File: src/rtl/df_qp_sched_pkg.sv
// Shared definitions for the deblocking-filter QP scheduler.
// Optional feature macro: DF_QP_CHROMA_EN
//   defined   -> line RAM word is {QPc,QPy} (12 bits), chroma average computed
//   undefined -> line RAM word is QPy only (6 bits), chroma average forced to 0
package df_qp_sched_pkg;

    typedef enum logic [2:0] {
        S_IDLE,
        S_RD,
        S_LATCH,
        S_WR,
        S_EDGE,
        S_DONE
    } state_t;

    localparam int unsigned QP_W      = 6;
    localparam int unsigned H_W       = 7;
    localparam int unsigned V_W       = 8;
    localparam int unsigned EDGE_W    = 3;

    localparam logic [EDGE_W-1:0] EDGE_V0   = 3'd0;
    localparam logic [EDGE_W-1:0] EDGE_H0   = 3'd4;
    localparam int unsigned       NUM_EDGES = 8;

    localparam int unsigned RAM_DEPTH = 128;
    localparam int unsigned RAM_AW    = 7;
`ifdef DF_QP_CHROMA_EN
    localparam int unsigned RAM_DW    = 2 * QP_W;
`else
    localparam int unsigned RAM_DW    = QP_W;
`endif

    // (P + Q + 1) >> 1 using a 7-bit sum, result truncated to 6 bits.
    function automatic logic [QP_W-1:0] qp_avg(input logic [QP_W-1:0] p,
                                               input logic [QP_W-1:0] q);
        logic [QP_W:0] sum;
        sum = {1'b0, p} + {1'b0, q} + 7'd1;
        return sum[QP_W:1];
    endfunction

endpackage

File: src/rtl/df_qp_sched_if.sv
// Edge hand-off interface between the QP scheduler and the edge filter.
//   edge_valid : scheduler presents an edge
//   edge_ready : consumer accepts the current edge
//   edge_idx   : 0-3 vertical edges, 4-7 horizontal edges
//   qPav_y/c   : averaged luma/chroma QP for edge_idx
interface df_qp_sched_if;
    import df_qp_sched_pkg::*;

    logic                  edge_valid;
    logic                  edge_ready;
    logic [EDGE_W-1:0]     edge_idx;
    logic [QP_W-1:0]       qPav_y;
    logic [QP_W-1:0]       qPav_c;

    modport master (
        output edge_valid,
        output edge_idx,
        output qPav_y,
        output qPav_c,
        input  edge_ready
    );

    modport slave (
        input  edge_valid,
        input  edge_idx,
        input  qPav_y,
        input  qPav_c,
        output edge_ready
    );

endinterface

File: src/rtl/df_qp_line_ram.sv
// Single-port synchronous line RAM holding the QP of the MB above each column.
//   clk   : clock
//   we    : write enable (write wins if ever asserted with re)
//   re    : read enable, data valid one cycle later on rdata
//   addr  : MB column
//   wdata : word to write
//   rdata : registered read data
// Contents are intentionally not reset.
module df_qp_line_ram
    import df_qp_sched_pkg::*;
(
    input  logic              clk,
    input  logic              we,
    input  logic              re,
    input  logic [RAM_AW-1:0] addr,
    input  logic [RAM_DW-1:0] wdata,
    output logic [RAM_DW-1:0] rdata
);

    logic [RAM_DW-1:0] mem [RAM_DEPTH];

    always_ff @(posedge clk) begin
        if (we) begin
            mem[addr] <= wdata;
        end else if (re) begin
            rdata <= mem[addr];
        end
    end

endmodule

File: src/rtl/df_qp_sched.sv
// Deblocking-filter QP scheduler: per MB, fetches the top QP from the line
// RAM, stores the current QP for the next row, then emits the averaged QP for
// each of the 8 edges (skipping picture-boundary edges) over a valid/ready
// hand-off.
// Optional feature macro: DF_QP_CHROMA_EN (chroma QP tracking and averaging).
// Ports:
//   clk, reset         : clock, synchronous active-high reset
//   start              : end-of-decode pulse for one MB
//   QPy_in, QPc_in     : QP of the current MB
//   mb_num_h, mb_num_v : MB column / row
//   eif (master)       : edge_valid/edge_ready/edge_idx/qPav_y/qPav_c
//   busy               : high in every state except IDLE
//   done               : one-cycle pulse after the last edge transfers
//   overrun            : one-cycle pulse when start arrives while busy
module df_qp_sched
    import df_qp_sched_pkg::*;
(
    input  logic              clk,
    input  logic              reset,
    input  logic              start,
    input  logic [QP_W-1:0]   QPy_in,
    input  logic [QP_W-1:0]   QPc_in,
    input  logic [H_W-1:0]    mb_num_h,
    input  logic [V_W-1:0]    mb_num_v,
    df_qp_sched_if.master     eif,
    output logic              busy,
    output logic              done,
    output logic              overrun
);

    state_t              state;
    logic [QP_W-1:0]     cur_qpy, left_qpy, top_qpy;
    logic [H_W-1:0]      cur_h;
    logic [V_W-1:0]      cur_v;
    logic [EDGE_W-1:0]   edge_cnt;
    logic                edge_valid;
    logic [QP_W-1:0]     pav_y, pav_c;

    logic [EDGE_W-1:0]   first_idx, next_idx;
    logic [QP_W-1:0]     first_y, next_y, first_c, next_c;
    logic                last_edge;

    logic                ram_we, ram_re;
    logic [RAM_DW-1:0]   ram_wdata, ram_rdata;

`ifdef DF_QP_CHROMA_EN
    logic [QP_W-1:0]     cur_qpc, left_qpc, top_qpc;
`else
    logic                unused_qpc;
    assign unused_qpc = ^QPc_in;
`endif

    function automatic logic [QP_W-1:0] edge_qp(input logic [EDGE_W-1:0] idx,
                                                input logic [QP_W-1:0]   cur,
                                                input logic [QP_W-1:0]   left,
                                                input logic [QP_W-1:0]   top);
        if (idx == EDGE_V0) begin
            return qp_avg(left, cur);
        end else if (idx == EDGE_H0) begin
            return qp_avg(top, cur);
        end
        return cur;
    endfunction

    // Edge 0 is skipped in the leftmost column, edge 4 in the top row.
    always_comb begin
        first_idx = (cur_h == '0) ? (EDGE_V0 + 3'd1) : EDGE_V0;
        next_idx  = edge_cnt + 3'd1;
        if (next_idx == EDGE_H0 && cur_v == '0) begin
            next_idx = EDGE_H0 + 3'd1;
        end
        last_edge = (edge_cnt == 3'(NUM_EDGES - 1));
        first_y   = edge_qp(first_idx, cur_qpy, left_qpy, top_qpy);
        next_y    = edge_qp(next_idx,  cur_qpy, left_qpy, top_qpy);
`ifdef DF_QP_CHROMA_EN
        first_c   = edge_qp(first_idx, cur_qpc, left_qpc, top_qpc);
        next_c    = edge_qp(next_idx,  cur_qpc, left_qpc, top_qpc);
`else
        first_c   = '0;
        next_c    = '0;
`endif
    end

    // Read (RD) strictly precedes write (WR) at the same column, so the
    // latched top QP is always the previous row's value.
    assign ram_re = (state == S_RD);
    assign ram_we = (state == S_WR);
`ifdef DF_QP_CHROMA_EN
    assign ram_wdata = {cur_qpc, cur_qpy};
`else
    assign ram_wdata = cur_qpy;
`endif

    df_qp_line_ram u_line_ram (
        .clk   (clk),
        .we    (ram_we),
        .re    (ram_re),
        .addr  (cur_h),
        .wdata (ram_wdata),
        .rdata (ram_rdata)
    );

    always_ff @(posedge clk) begin
        if (reset) begin
            state      <= S_IDLE;
            edge_cnt   <= '0;
            edge_valid <= 1'b0;
            pav_y      <= '0;
            pav_c      <= '0;
            busy       <= 1'b0;
            done       <= 1'b0;
            overrun    <= 1'b0;
            cur_qpy    <= '0;
            left_qpy   <= '0;
            top_qpy    <= '0;
            cur_h      <= '0;
            cur_v      <= '0;
`ifdef DF_QP_CHROMA_EN
            cur_qpc    <= '0;
            left_qpc   <= '0;
            top_qpc    <= '0;
`endif
        end else begin
            done    <= 1'b0;
            overrun <= start && (state != S_IDLE);
            case (state)
                S_IDLE: begin
                    if (start) begin
                        cur_qpy <= QPy_in;
                        cur_h   <= mb_num_h;
                        cur_v   <= mb_num_v;
`ifdef DF_QP_CHROMA_EN
                        cur_qpc <= QPc_in;
`endif
                        busy    <= 1'b1;
                        state   <= S_RD;
                    end
                end
                S_RD: begin
                    state <= S_LATCH;
                end
                S_LATCH: begin
                    top_qpy <= ram_rdata[QP_W-1:0];
`ifdef DF_QP_CHROMA_EN
                    top_qpc <= ram_rdata[2*QP_W-1:QP_W];
`endif
                    state   <= S_WR;
                end
                S_WR: begin
                    edge_cnt   <= first_idx;
                    pav_y      <= first_y;
                    pav_c      <= first_c;
                    edge_valid <= 1'b1;
                    state      <= S_EDGE;
                end
                S_EDGE: begin
                    if (edge_valid && eif.edge_ready) begin
                        if (last_edge) begin
                            edge_valid <= 1'b0;
                            done       <= 1'b1;
                            state      <= S_DONE;
                        end else begin
                            edge_cnt <= next_idx;
                            pav_y    <= next_y;
                            pav_c    <= next_c;
                        end
                    end
                end
                S_DONE: begin
                    left_qpy <= cur_qpy;
`ifdef DF_QP_CHROMA_EN
                    left_qpc <= cur_qpc;
`endif
                    busy     <= 1'b0;
                    state    <= S_IDLE;
                end
                default: begin
                    edge_valid <= 1'b0;
                    busy       <= 1'b0;
                    state      <= S_IDLE;
                end
            endcase
        end
    end

    assign eif.edge_valid = edge_valid;
    assign eif.edge_idx   = edge_cnt;
    assign eif.qPav_y     = pav_y;
    assign eif.qPav_c     = pav_c;

endmodule

File: src/flat_wrapper.sv
// flat-port wrapper written by rule: the top's interface ports become plain ports
module df_qp_sched_flat import df_qp_sched_pkg::*;
  (clk, reset, start, QPy_in, QPc_in, mb_num_h, mb_num_v, busy, done, overrun, eif_edge_valid, eif_edge_idx, eif_qPav_y, eif_qPav_c, eif_edge_ready);
  df_qp_sched_if eif_i ();
  input  logic clk;
  input  logic reset;
  input  logic start;
  input  logic [QP_W-1:0] QPy_in;
  input  logic [QP_W-1:0] QPc_in;
  input  logic [H_W-1:0] mb_num_h;
  input  logic [V_W-1:0] mb_num_v;
  output logic busy;
  output logic done;
  output logic overrun;
  output wire logic [$bits(eif_i.edge_valid)-1:0] eif_edge_valid;
  output wire logic [$bits(eif_i.edge_idx)-1:0] eif_edge_idx;
  output wire logic [$bits(eif_i.qPav_y)-1:0] eif_qPav_y;
  output wire logic [$bits(eif_i.qPav_c)-1:0] eif_qPav_c;
  input wire logic [$bits(eif_i.edge_ready)-1:0] eif_edge_ready;
  assign eif_edge_valid = eif_i.edge_valid;
  assign eif_edge_idx = eif_i.edge_idx;
  assign eif_qPav_y = eif_i.qPav_y;
  assign eif_qPav_c = eif_i.qPav_c;
  assign eif_i.edge_ready = eif_edge_ready;
  df_qp_sched u_core (.clk(clk), .reset(reset), .start(start), .QPy_in(QPy_in), .QPc_in(QPc_in), .mb_num_h(mb_num_h), .mb_num_v(mb_num_v), .eif(eif_i), .busy(busy), .done(done), .overrun(overrun));
endmodule
File: config.mk
export PLATFORM = sky130hd
export DESIGN_NAME = df_qp_sched_flat
export DESIGN_NICKNAME = d
export VERILOG_FILES = /design/src/rtl/df_qp_sched_pkg.sv /design/src/rtl/df_qp_sched_if.sv /design/src/rtl/df_qp_line_ram.sv /design/src/rtl/df_qp_sched.sv /design/src/flat_wrapper.sv
export SDC_FILE = /design/constraint.sdc
export NUM_CORES = 1
export LEC_CHECK = 0
export CORE_MARGIN = 2
export CORE_UTILIZATION = 40
export CTS_CLUSTER_SIZE = 16
export DETAILED_ROUTE_END_ITERATION = 6
export GPL_TIMING_DRIVEN = 0
export SLEW_MARGIN = 30
export SYNTH_ARGS = -nofsm -noshare
export SYNTH_HDL_FRONTEND = slang
export SYNTH_SLANG_ARGS = --single-unit
File: constraint.sdc
create_clock -name clk -period 7.7 [get_ports clk]
set_input_delay 1.54 -clock clk [delete_from_list [all_inputs] [get_ports clk]]
set_output_delay 1.54 -clock clk [all_outputs]
set_load 0.03 [all_outputs]
==> metrics.csv, run 1 <==
metric,value,unit
drc_errors,0,
grt_pass1_vias,19700,
whs_endpoint,u_core.cur_v[2],
async_reset_ff_frac,0,
cts_hold_buf,0,
crit_type,reg2reg,
cts_setup_buffers,0,
ys_seq_area_frac,0.737,
ctsResizeCount,0,
drv_slew,0,
setup_viol,0,
synth.avg_cell_area,16.8,µm²
gp_congestion,0.994,
fin_ws,1.60,ns
antenna_found_initial,2,
power_frac_clock,0.413,
p_seq_frac,0.496,
hold_depth,2,
ys_top_cells_by_area,"edfxtp_1, mux4_2, dfxtp_1",
drt-wirelength-per-cell,36.1,µm
wirelength,117000,µm
synth_top_area_frac,0.707,
min_period,6.10,ns
critPathLaunchType,flip-flop,
pre_cts_ws,1.95,ns
grt_pass1_wl,160000,µm
htreeDepth,3,
synth_cell_types,68,
switchingPower,2450,µW
clkSlewWorstSetupHoldPaths,0.06,ns
fin_nets,2143,
total_power,10000,µW
endpoint_kind,flip-flop,
root_buffer,clkbuf_16,
die_area,84500,µm²
post-route-period-util,0.792,
skew,0.0233,ns
r2r_start,u_core.cur_h[2],
start_util,0.402,
final_area,37800,µm²
io_pins,50,
cts_buffers,84,
nFillCells,6997,
final.setup.tns,0,ns
hold_viol,0,
mappedNetlistArea,32900,µm²
grt_usage,0.273,
critPathMaxFanout,10,
power_density,266,nW/µm²
max_freq,164,MHz
maxCapViolCount,0,
p_leak,0.0119,µW
rsz0062_at_grt,no,
dp_hpwl,76700,µm
worst_ep_arrival_time,6.37,ns
worst_pin_slew,1.15,ns
portBuffers,37,
grt_overflow,0,
grt_max_degree,63,
syn2layout_area_growth,14.8,%
hp-class,reg2reg,
via_count,20500,
post-synth-top-area-cell,edfxtp_1,
clockBufferDepth,3,
core,81700,µm²
ys_dominant_reg_cell,edfxtp_1,
post_dp_cell_area,35000,µm²
firstDrtPassIters,6,
critPathRequiredTime,7.97,ns
status,"complete, no violations",
drive_gt1_frac,0.183,
p_int,7600,µW
synth_cells,1955,
worstRegToRegCells,9,
viasPerCell,6.35,
rows,105,
synth_edf_count,774,
power_frac_comb,0.091,
first_iter_violations,3398,
clk_latency,0.66,ns
holdCritStartpoint,u_core.cur_v[2],
cts_tree,built,
postRouteAntennaNets,0,
cts.sink_count,823,
ir_drop,0.000162,V
r2r-end,u_core.u_line_ram.mem[78][0],
r2r_slack,1.60,ns
die_w,291,µm
yosys_warnings,0,
final_util,0.462,
die_h,291,µm
swShare,0.244,
synth_seq_cells,823,
max_slew_margin,0.236,
## layout make-up
type / count / area [µm²] / area share
flip-flops and latches: 823 / 24200 / 0.642
multi-input cells: 986 / 8020 / 0.212
clock buffers: 106 / 2310 / 0.0612
well taps: 1070 / 1340 / 0.0355
plain buffers: 142 / 711 / 0.0188
repair buffers: 51 / 661 / 0.0175
clock inverters: 46 / 442 / 0.0117
inverters: 9 / 33.8 / 0.000895
diodes: 1 / 2.50 / 0.0000663
## layer usage
metal / part of all wire / wire length [µm] / vias up / GRT usage
met5: 0.00014 / 16 / - / 0
met2: 0.43 / 50500 / 1544 / 0.403
met3: 0.12 / 14600 / 325 / 0.0818
met4: 0.056 / 6590 / 2 / 0.136
li1: - / - / 8116 / -
met1: 0.39 / 44900 / 10500 / 0.369
## critical path, stage by stage (launching register included)
cell      delay, ns
dfxtp_1        0.40
buf_2          0.33
buf_2          0.61
buf_2          0.57
buf_2          0.52
buf_2          0.50
buf_2          0.49
nand3_1        0.77
clkbuf_2       0.66
nor2_1         0.81
## through the flow
stage          cells  hold WS [ns]
6_report        3234         0.465
3_5_place_dp    3081         0.454
5_1_grt         3233         0.490
3_3_place_gp    3067         0.446
4_1_cts         3233         0.464
2_1_floorplan   1960         0.436
## registers in the layout, summed over array words and instances, names as in the netlist, 6 cells and up
register,count
u_core.u_line_ram.rdata,6
u_core.top_qpy,6
u_core.eif.qPav_y,6
u_core.cur_v,8
u_core.cur_h,7
u_core.cur_qpy,6
u_core.u_line_ram.mem,768
u_core.left_qpy,6
## logic make-up (layout without fill, tap and decap cells)
family / after synthesis / after routing / synth area share
flops: 823 / 823 / 0.737
other cells: 1 / 7 / 0.000114
fa+ha+maj: 15 / 15 / 0.00616
compound gates: 353 / 353 / 0.0810
buf+inv: 151 / 354 / 0.0210
xor+xnor: 8 / 8 / 0.00213
mux: 219 / 219 / 0.102
simple gates: 385 / 385 / 0.0509
## cell usage in the layout (no fill, tap or decap), types with 37 or more instances in the layout
| cell | n |
|---|---|
| clkbuf_16 | 89 |
| mux4_2 | 80 |
| a221oi_1 | 65 |
| nor2_1 | 175 |
| mux2_2 | 64 |
| clkbuf_1 | 61 |
| dfxtp_1 | 43 |
| clkdlybuf4s50_1 | 37 |
| nand2_1 | 112 |
| mux2i_1 | 70 |
| edfxtp_1 | 774 |
| a21oi_1 | 68 |
| a22oi_1 | 40 |
| buf_2 | 51 |
## cells in the mapped netlist, types with 22 or more instances
library cell and number:
a21oi_1 68, a221o_1 27, a221oi_1 65, a22oi_1 40, buf_2 36, clkbuf_1 72
dfxtp_1 49, edfxtp_1 774, mux2_2 64, mux2i_1 70, mux4_2 80, nand2_1 112
nand3_1 22, nor2_1 176, o21ai_0 23
## worst max-delay path by stage
stage                                 start                      endpoint  slack [ns]  depth (start not counted)
after detailed placement    u_core.cur_h[2]  u_core.u_line_ram.mem[78][0]        1.95                          9
after global routing        u_core.cur_h[2]  u_core.u_line_ram.mem[78][0]        1.86                          9
after floorplan           u_core.cur_qpy[2]          u_core.eif.qPav_y[5]        4.17                          7
after global placement      u_core.cur_h[0]    u_core.u_line_ram.rdata[5]        1.77                          9
after CTS                   u_core.cur_h[2]  u_core.u_line_ram.mem[78][1]        1.92                          9
final                       u_core.cur_h[2]  u_core.u_line_ram.mem[78][0]        1.60                          9
## power by group through the flow
stage | Sequential [µW] | Clock, µW | Combinational (µW)
2_1_floorplan | 5100 | 0 | 411
3_3_place_gp | 5160 | 0 | 778
3_5_place_dp | 5080 | 0 | 873
4_1_cts | 4980 | 4150 | 876
5_1_grt | 4980 | 4330 | 920
6_report | 4980 | 4160 | 913
(Power assumes the default switching activity.)
==> run 2: changes to the inputs <==
==> constraint.sdc (replaced) <==
create_clock -name clk -period 5.15 [get_ports clk]
set_input_delay 1.03 -clock clk [delete_from_list [all_inputs] [get_ports clk]]
set_output_delay 1.03 -clock clk [all_outputs]
set_load 0.03 [all_outputs]
==> metrics.csv, run 2 (synthesis results as in run 1) <==
metric,value,unit
clk_latency,0.66,ns
drive_gt1_frac,0.203,
gp_congestion,0.994,
post-route-period-util,1.03,
rsz0062_at_grt,yes,
power_density,397,nW/µm²
status,"finished, violations left",
cts_tree,built,
die_w,291,µm
grt_pass1_vias,19800,
ir_drop,0.000246,V
endpoint_kind,flip-flop,
layout_common_cells,"edfxtp_1, nor2_1, nand2_1",
critPathMaxFanout,10,
layout_commonest_cell,edfxtp_1,
hp-class,reg2reg,
rows,105,
die_area,84500,µm²
crit_type,reg2reg,
core,81700,µm²
largest_reg_flops,768,
root_buffer,clkbuf_16,
fin_nets,2143,
firstDrtPassIters,6,
hold_ws,0.464,ns
critPathLaunchType,flip-flop,
cts.sink_count,823,
viasPerCell,6.37,
top_regs,"u_core.u_line_ram.mem: 768 flops, u_core.cur_v: 8 flops, u_core.cur_h: 7 flops",
maxCapViolCount,0,
wirelength,117000,µm
antenna_found_initial,5,
violations,negative setup slack,
grt_pass1_wl,160000,µm
drv_slew,0,
start_util,0.402,
htreeDepth,3,
final_util,0.464,
postRouteAntennaNets,0,
drt-wirelength-per-cell,36.1,µm
hold_viol,0,
cts_hold_buf,0,
p_leak,0.0119,µW
cts_buffers,84,
dp_hpwl,76700,µm
fin_ws,-0.176,ns
r2r_slack,-0.18,ns
via_count,20600,
clockBufferDepth,3,
syn2layout_area_growth,15.2,%
place_inst,3081,
first_iter_violations,3542,
setup_viol,159,
max_freq,188,MHz
final.setup.tns,-10.74,ns
max_slew_margin,0.243,
cts_setup_buffers,0,
worst_ep_arrival_time,5.61,ns
drc_errors,0,
worst_pin_slew,1.14,ns
grt_overflow,0,
portBuffers,37,
critPathRequiredTime,5.43,ns
io_pins,50,
grt_usage,0.274,
regMostFlops,u_core.u_line_ram.mem,
fin_cells,3235,
pre_cts_ws,-0.596,ns
skew,0.0269,ns
clkSlewWorstSetupHoldPaths,0.06,ns
min_period,5.33,ns
die_h,291,µm
grt_max_degree,63,
## run 2: worst paths after layout
kind	startpoint	end	cells after the start
setup / recovery	u_core.cur_h[2]	u_core.u_line_ram.mem[68][3]	9
hold / removal	u_core.eif.qPav_y[1]	u_core.eif.qPav_y[1]	2
setup reg to reg	u_core.cur_h[2]	u_core.u_line_ram.mem[68][3]	9
hold reg to reg	u_core.eif.qPav_y[1]	u_core.eif.qPav_y[1]	2
## run 2: timing repair
| action | in CTS | in global routing |
|---|---|---|
| endpoints found under the setup margin | 346 | 4 |
| endpoints found under the hold margin | 0 | 0 |
| resized for setup | 47 | 0 |
## run 2: final cells by class
type / instances / area, µm²
inverter: 9 / 33.8
timing repair buffer: 51 / 661
antenna: 2 / 5.00
clock inverter: 46 / 442
fill: 6992 / 43800
sequential: 823 / 24200
multi-input combinational: 986 / 8140
tap: 1070 / 1340
clock buffer: 106 / 2310
buffer: 142 / 716
## run 2: power breakdown
part / leakage (µW) / switching [µW] / internal [µW]
clock: 0.00135 / 2630 / 3580
sequential: 0.00720 / 64.4 / 7380
combinational: 0.00331 / 970 / 400
## run 2: layer usage
| metal | up-vias | wire length, µm | GRT usage |
|---|---|---|---|
| met2 | 1589 | 50100 | 0.402 |
| met4 | 8 | 7140 | 0.141 |
| met1 | 10500 | 44700 | 0.370 |
| met5 | - | 95 | 0 |
| met3 | 334 | 14600 | 0.0808 |
| li1 | 8138 | - | - |
## run 2: critical path, cell delays in order, from the launching register on
cell      delay [ns]
dfxtp_1         0.39
buf_2           0.32
buf_4           0.41
buf_2           0.50
buf_2           0.51
buf_2           0.50
buf_2           0.53
nand3_2         0.52
clkbuf_2        0.63
nor2_2          0.59
## run 2: per-stage QoR
step | area, µm² | total power, µW
after floorplan | 32900 | 8240
after global placement | 34600 | 8880
after detailed placement | 35000 | 8890
after CTS | 37900 | 15000
after global routing | 37900 | 15300
final | 37900 | 15000
